`src/rtl/ahb_master_arb.sv`:
```
// Round-robin arbitrated AHB-Lite master issuing single, non-pipelined transfers.
// Optional data-phase watchdog is enabled with `define AHB_MASTER_ARB_TIMEOUT_EN.
module ahb_master_arb #(
    parameter int AHB_DW  = 32,
    parameter int AHB_AW  = 32,
    parameter int NUM_REQ = 2,
    parameter int TIMEOUT = 255
) (
    input  logic                      clk,
    input  logic                      reset,
    input  logic [NUM_REQ-1:0]        req,
    input  logic [NUM_REQ-1:0]        req_write,
    input  logic [NUM_REQ*AHB_AW-1:0] req_addr,
    input  logic [NUM_REQ*AHB_DW-1:0] req_wdata,
    input  logic [NUM_REQ*3-1:0]      req_size,
    output logic [NUM_REQ-1:0]        gnt,
    output logic [NUM_REQ-1:0]        done,
    output logic [AHB_DW-1:0]         rdata,
    output logic                      busy,
    output logic                      timeout,
    output logic [AHB_AW-1:0]         haddr,
    output logic [AHB_DW-1:0]         hwdata,
    output logic [2:0]                hburst,
    output logic [2:0]                hsize,
    output logic                      hwrite,
    output logic [1:0]                htrans,
    input  logic                      hready,
    input  logic [AHB_DW-1:0]         hrdata
);

    localparam int MAX_SIZE = $clog2(AHB_DW / 8);
    localparam int IDXW     = $clog2(NUM_REQ);

    localparam logic [1:0] HTRANS_IDLE   = 2'b00;
    localparam logic [1:0] HTRANS_NONSEQ = 2'b10;

    typedef enum logic [1:0] {
        IDLE,
        ADDR,
        DATA
    } state_t;

    state_t            state;
    logic [IDXW-1:0]   last_gnt;
    logic [IDXW-1:0]   cur;
    logic [AHB_DW-1:0] wdata_q;

    logic [IDXW-1:0]   cand;
    logic [IDXW-1:0]   winner;
    logic              found;
    logic [2:0]        raw_size;
    logic [2:0]        win_size;
    logic [AHB_AW-1:0] win_addr;

    assign hburst = 3'b000;

    // Search upward from the requester after the last grant, wrapping around.
    always_comb begin
        cand   = last_gnt;
        winner = last_gnt;
        found  = 1'b0;
        for (int k = 1; k <= NUM_REQ; k++) begin
            cand = IDXW'((int'(last_gnt) + k) % NUM_REQ);
            if (!found && req[cand]) begin
                winner = cand;
                found  = 1'b1;
            end
        end
    end

    // Oversized hsize codes are clamped to the bus width, then the address is aligned to it.
    always_comb begin
        raw_size = req_size[winner*3 +: 3];
        win_size = (raw_size > 3'(MAX_SIZE)) ? 3'(MAX_SIZE) : raw_size;
        win_addr = req_addr[winner*AHB_AW +: AHB_AW]
                   & ~((AHB_AW'(1) << win_size) - AHB_AW'(1));
    end

`ifdef AHB_MASTER_ARB_TIMEOUT_EN
    localparam int CNT_W = (TIMEOUT > 255) ? 16 : 8;
    logic [CNT_W-1:0] wait_cnt;
    logic             timeout_q;
    assign timeout = timeout_q;
`else
    assign timeout = 1'b0;
`endif

    always_ff @(posedge clk or posedge reset) begin
        if (reset) begin
            state    <= IDLE;
            last_gnt <= IDXW'(NUM_REQ - 1);
            cur      <= '0;
            wdata_q  <= '0;
            gnt      <= '0;
            done     <= '0;
            rdata    <= '0;
            busy     <= 1'b0;
            haddr    <= '0;
            hwdata   <= '0;
            hsize    <= 3'b000;
            hwrite   <= 1'b0;
            htrans   <= HTRANS_IDLE;
`ifdef AHB_MASTER_ARB_TIMEOUT_EN
            wait_cnt  <= '0;
            timeout_q <= 1'b0;
`endif
        end else begin
            done <= '0;
`ifdef AHB_MASTER_ARB_TIMEOUT_EN
            timeout_q <= 1'b0;
`endif
            case (state)
                IDLE: begin
                    if (found) begin
                        state   <= ADDR;
                        cur     <= winner;
                        gnt     <= NUM_REQ'(1) << winner;
                        busy    <= 1'b1;
                        htrans  <= HTRANS_NONSEQ;
                        haddr   <= win_addr;
                        hwrite  <= req_write[winner];
                        hsize   <= win_size;
                        wdata_q <= req_wdata[winner*AHB_DW +: AHB_DW];
                    end
                end
                ADDR: begin
                    if (hready) begin
                        state  <= DATA;
                        htrans <= HTRANS_IDLE;
                        hwdata <= wdata_q;
`ifdef AHB_MASTER_ARB_TIMEOUT_EN
                        wait_cnt <= '0;
`endif
                    end
                end
                DATA: begin
                    if (hready) begin
                        state    <= IDLE;
                        done     <= NUM_REQ'(1) << cur;
                        gnt      <= '0;
                        busy     <= 1'b0;
                        last_gnt <= cur;
                        if (!hwrite) begin
                            rdata <= hrdata;
                        end
                    end
`ifdef AHB_MASTER_ARB_TIMEOUT_EN
                    else if (wait_cnt == CNT_W'(TIMEOUT - 1)) begin
                        state     <= IDLE;
                        done      <= NUM_REQ'(1) << cur;
                        gnt       <= '0;
                        busy      <= 1'b0;
                        last_gnt  <= cur;
                        rdata     <= '0;
                        timeout_q <= 1'b1;
                    end else begin
                        wait_cnt <= wait_cnt + CNT_W'(1);
                    end
`endif
                end
                default: state <= IDLE;
            endcase
        end
    end

endmodule

```
`config.mk`:
```
export PLATFORM = sky130hd
export DESIGN_NAME = ahb_master_arb
export DESIGN_NICKNAME = d
export VERILOG_FILES = /design/src/rtl/ahb_master_arb.sv
export SDC_FILE = /design/constraint.sdc
export NUM_CORES = 1
export LEC_CHECK = 0
export CAP_MARGIN = 30
export CORE_MARGIN = 1
export CORE_UTILIZATION = 44
export CTS_CLUSTER_DIAMETER = 150
export DETAILED_ROUTE_END_ITERATION = 16
export PLACE_DENSITY = 0.85
export SLEW_MARGIN = 20
export SYNTH_ARGS = -nofsm -noshare
export SYNTH_HDL_FRONTEND = slang
export SYNTH_SLANG_ARGS = --single-unit
```
`constraint.sdc`:
```
create_clock -name clk -period 10.08 [get_ports clk]
set_input_delay 1.008 -clock clk [delete_from_list [all_inputs] [get_ports clk]]
set_output_delay 1.008 -clock clk [all_outputs]
set_load 0.01 [all_outputs]
```
==> results.sh <==
export IMPL_status="completed"
export IMPL_track_usage_pct=25.0
export IMPL_gp_congestion=0.805
export IMPL_cp_slowest_stage_delay_ns=0.67
export IMPL_synth_commonest_cells="dfrtp_1 (141), nand2_1 (130), nor2_1 (63)"
export IMPL_crit_path_start="req[0]"
export IMPL_post_cts_setup_buffers=0
export IMPL_critPathCaptureType="register"
export IMPL_ys_async_sr_fraction_pct=100
export IMPL_cts_root_buffer="clkbuf_16"
export IMPL_antenna_found_initial=0
export IMPL_drive_gt1_share_pct=13.3
export IMPL_fin_nets=986
export IMPL_row_count=42
export IMPL_fin_util_pct=70.8
export IMPL_yosysTopAreaCellShare_pct=59.1
export IMPL_cp_max_fo=80
export IMPL_htreeDepth=4
export IMPL_maxCapViolCount=0
export IMPL_clk_pin_slew_ns=0.06
export IMPL_synth_edff_count=0
export IMPL_regArea_um2=3550
export IMPL_pwr_share_seq_pct=36.1
export IMPL_critical_path_top_delay_family="buffers and inverters"
export IMPL_min_path_cells=1
export IMPL_synth_area_top_cells="dfrtp_1 (59%), mux2_2 (12%), nand2_1 (8.2%)"
export IMPL_p_total_w=0.00282
export IMPL_cts_buffers=17
export IMPL_cts_tree="yes"
export IMPL_fmax_mhz=345
export IMPL_p_leak_nw=3.96
export IMPL_cts_resized=0
export IMPL_synth_adder_area_share_pct=0.210
export IMPL_finalInstanceArea_um2=9380
export IMPL_core_area_um2=13200
export IMPL_startpoint_type="primary input"
export IMPL_ys_seq_area_share_pct=59.5
export IMPL_multi_input_area_um2=2190
export IMPL_grt_max_degree=89
export IMPL_cp_slowest_cell="buf_4"
export IMPL_peakVddDrop_mv=0.137
export IMPL_num_fill_cells=975
export IMPL_synth_compound_area_share_pct=8.57
export IMPL_start_util_pct=45.1
export IMPL_first_iter_violations=421
export IMPL_slew_viol_final=0
export IMPL_ys_warn_count=0
export IMPL_yosysMostFrequentCell="dfrtp_1"
export IMPL_syn_to_final_growth_pct=57.1
export IMPL_antenna_cells=0
export IMPL_power_internal_w=0.00187
export IMPL_relSlewSlack_pct=39.6
export IMPL_drt_vias_per_instance=5.12
export IMPL_syn_area_per_cell_um2=11.0
export IMPL_cts_sinks=142
export IMPL_dr_pass1_iters=5
export IMPL_hold_buffers=0
export IMPL_p_per_area_nw_per_um2=301
export IMPL_route_vias_total=5129
export IMPL_overflow=0
export IMPL_worst_path_stages=5
export IMPL_drc=0
export IMPL_skew_ns=0.00897
export IMPL_swShare_pct=33.6
export IMPL_synthCells=544
export IMPL_muxShareOfSynthArea_pct=12.7
export IMPL_crit_type="primary input to register"
export IMPL_layout_min_cycle_time_ns=2.90
export IMPL_grt_pass1_wl_mm=26.9
export IMPL_setup_violations_final=0
export IMPL_r2r_start="state[1]"
export IMPL_wirelength_mm=17.1
export IMPL_die_h_um=118
export IMPL_placed_area_um2=8800
export IMPL_ys_ff_latch=142
export IMPL_crit_buf_inv=2
export IMPL_clk_insertion_delay_late_ns=0.41
export IMPL_synthesis_area_um2=5970
export IMPL_rsz0062_at_grt="no"
export IMPL_cp_arrival_ns=3.24
export IMPL_die_w_um=118
export IMPL_cp_required_ns=10.43
export IMPL_path_cells="clkdlybuf4s50_1 -> o21a_4 -> buf_4 -> and4_1 -> a221o_1"
export IMPL_yosys_area_share_simple_pct=14.4
export IMPL_synth_top_family_by_area="simple AND/OR/NAND/NOR gates"
export IMPL_period_share_pct=28.7
export IMPL_reg2reg_depth=5
export IMPL_detailedPlacementHpwl_mm=11.9
export IMPL_portBuffers=278
export IMPL_synth_area_leader_cell="dfrtp_1"
export IMPL_worstHoldPathType="register to register"
export IMPL_tightest_slew_ns=0.904
export IMPL_cts_buffer_depth=2
export IMPL_hold_viol_final=0
export IMPL_setup_tns_final_ns=0
export IMPL_switching_power_w=0.000948
export IMPL_routedWlPerCell_um=17.0
export IMPL_dieArea_um2=14000
export IMPL_ant_nets=0
export IMPL_hp_start="cur"
export IMPL_synth_cell_type_count=33
export IMPL_grt_pass1_vias=5257
export IMPL_pin_count=284
export IMPL_synth_xor_area_share_pct=0
export IMPL_pwr_share_clk_pct=20.8
export IMPL_pwr_share_comb_pct=43.2
export IMPL_ys_flop_type="dfrtp_1"
final timing paths:
| path | to | slack [ns] |
|---|---|---|
| worst max-delay path | haddr[1] | 7.18 |
| worst min-delay path | done[0] | 0.42 |
| worst max register to register | haddr[1] | 7.77 |
| worst min register to register | done[0] | 0.42 |
| max in group asynchronous | hwdata[20] | 7.76 |
| min in group asynchronous | rdata[14] | 1.13 |
stage by stage:
step / hold slack [ns] / std cells / worst slack, ns
final: 0.423 / 1001 / 7.18
after global routing: 0.432 / 1001 / 7.05
after detailed placement: 0.411 / 968 / 6.78
after floorplan: 0.403 / 549 / 5.26
after global placement: 0.416 / 968 / 6.85
after CTS: 0.420 / 1000 / 7.21
power groups by stage:
stage                     clock network (W)  logic, W  registers (W)
after detailed placement                  0   0.00121        0.00102
after CTS                          0.000593   0.00123        0.00102
final                              0.000585   0.00122        0.00102
after floorplan                           0  0.000543        0.00108
after global placement                    0   0.00117       0.000996
after global routing               0.000619   0.00132        0.00105
sequential cells by signal (all words and copies together) (netlist names), 2 cells and up:
signal / cells
state: 2
wdata_q: 32
hsize: 3
gnt: 2
done: 2
rdata: 32
haddr: 32
hwdata: 32
routing by layer:
metal  vias up  part of all wire [%]  GRT usage (%)
met4         0                   2.2           9.57
met3        30                   7.1           6.32
met5         -                     0              0
met2       244                    55           46.1
met1      2478                    36           27.3
li1       2377                     -              -
cell families (layout without fill, tap and decap cells):
group | count (synthesis) | in the layout
buf+inv | 43 | 319
flops | 142 | 142
other cells | 2 | 7
simple gates | 210 | 210
fa+ha+maj | 1 | 1
compound gates | 78 | 78
mux | 68 | 68
layout by cell type (no fill, tap or decap), types with 3 or more instances in the layout:
cell and count:
conb_1 7, clkinv_2 8, o21ai_0 8, nor2_1 63, nand2_1 130, a221o_1 3, clkdlybuf4s50_1 278, buf_4 5
mux2i_1 4, clkbuf_8 3, a31oi_1 59, dfrtp_1 141, mux2_2 62, nand2b_1 3, clkbuf_16 17, and4_1 3
final cells by class:
cell class,instances,area share (%)
Inverter,3,0.173
Multi-Input combinational cell,364,23.3
Clock inverter,12,1.00
Timing Repair Buffer,284,30.3
Tap cell,176,2.35
Sequential cell,142,37.9
Clock buffer,20,4.98
worst register-to-register path, delay by kind of cell (launching register included):
family	cells	cell delay, ns
AOI/OAI and AO/OA	2	0.56
buffers and inverters	1	0.70
DFF	1	0.44
and+or+nand+nor	2	0.54
Note: power is estimated with default switching activity, not from simulation.
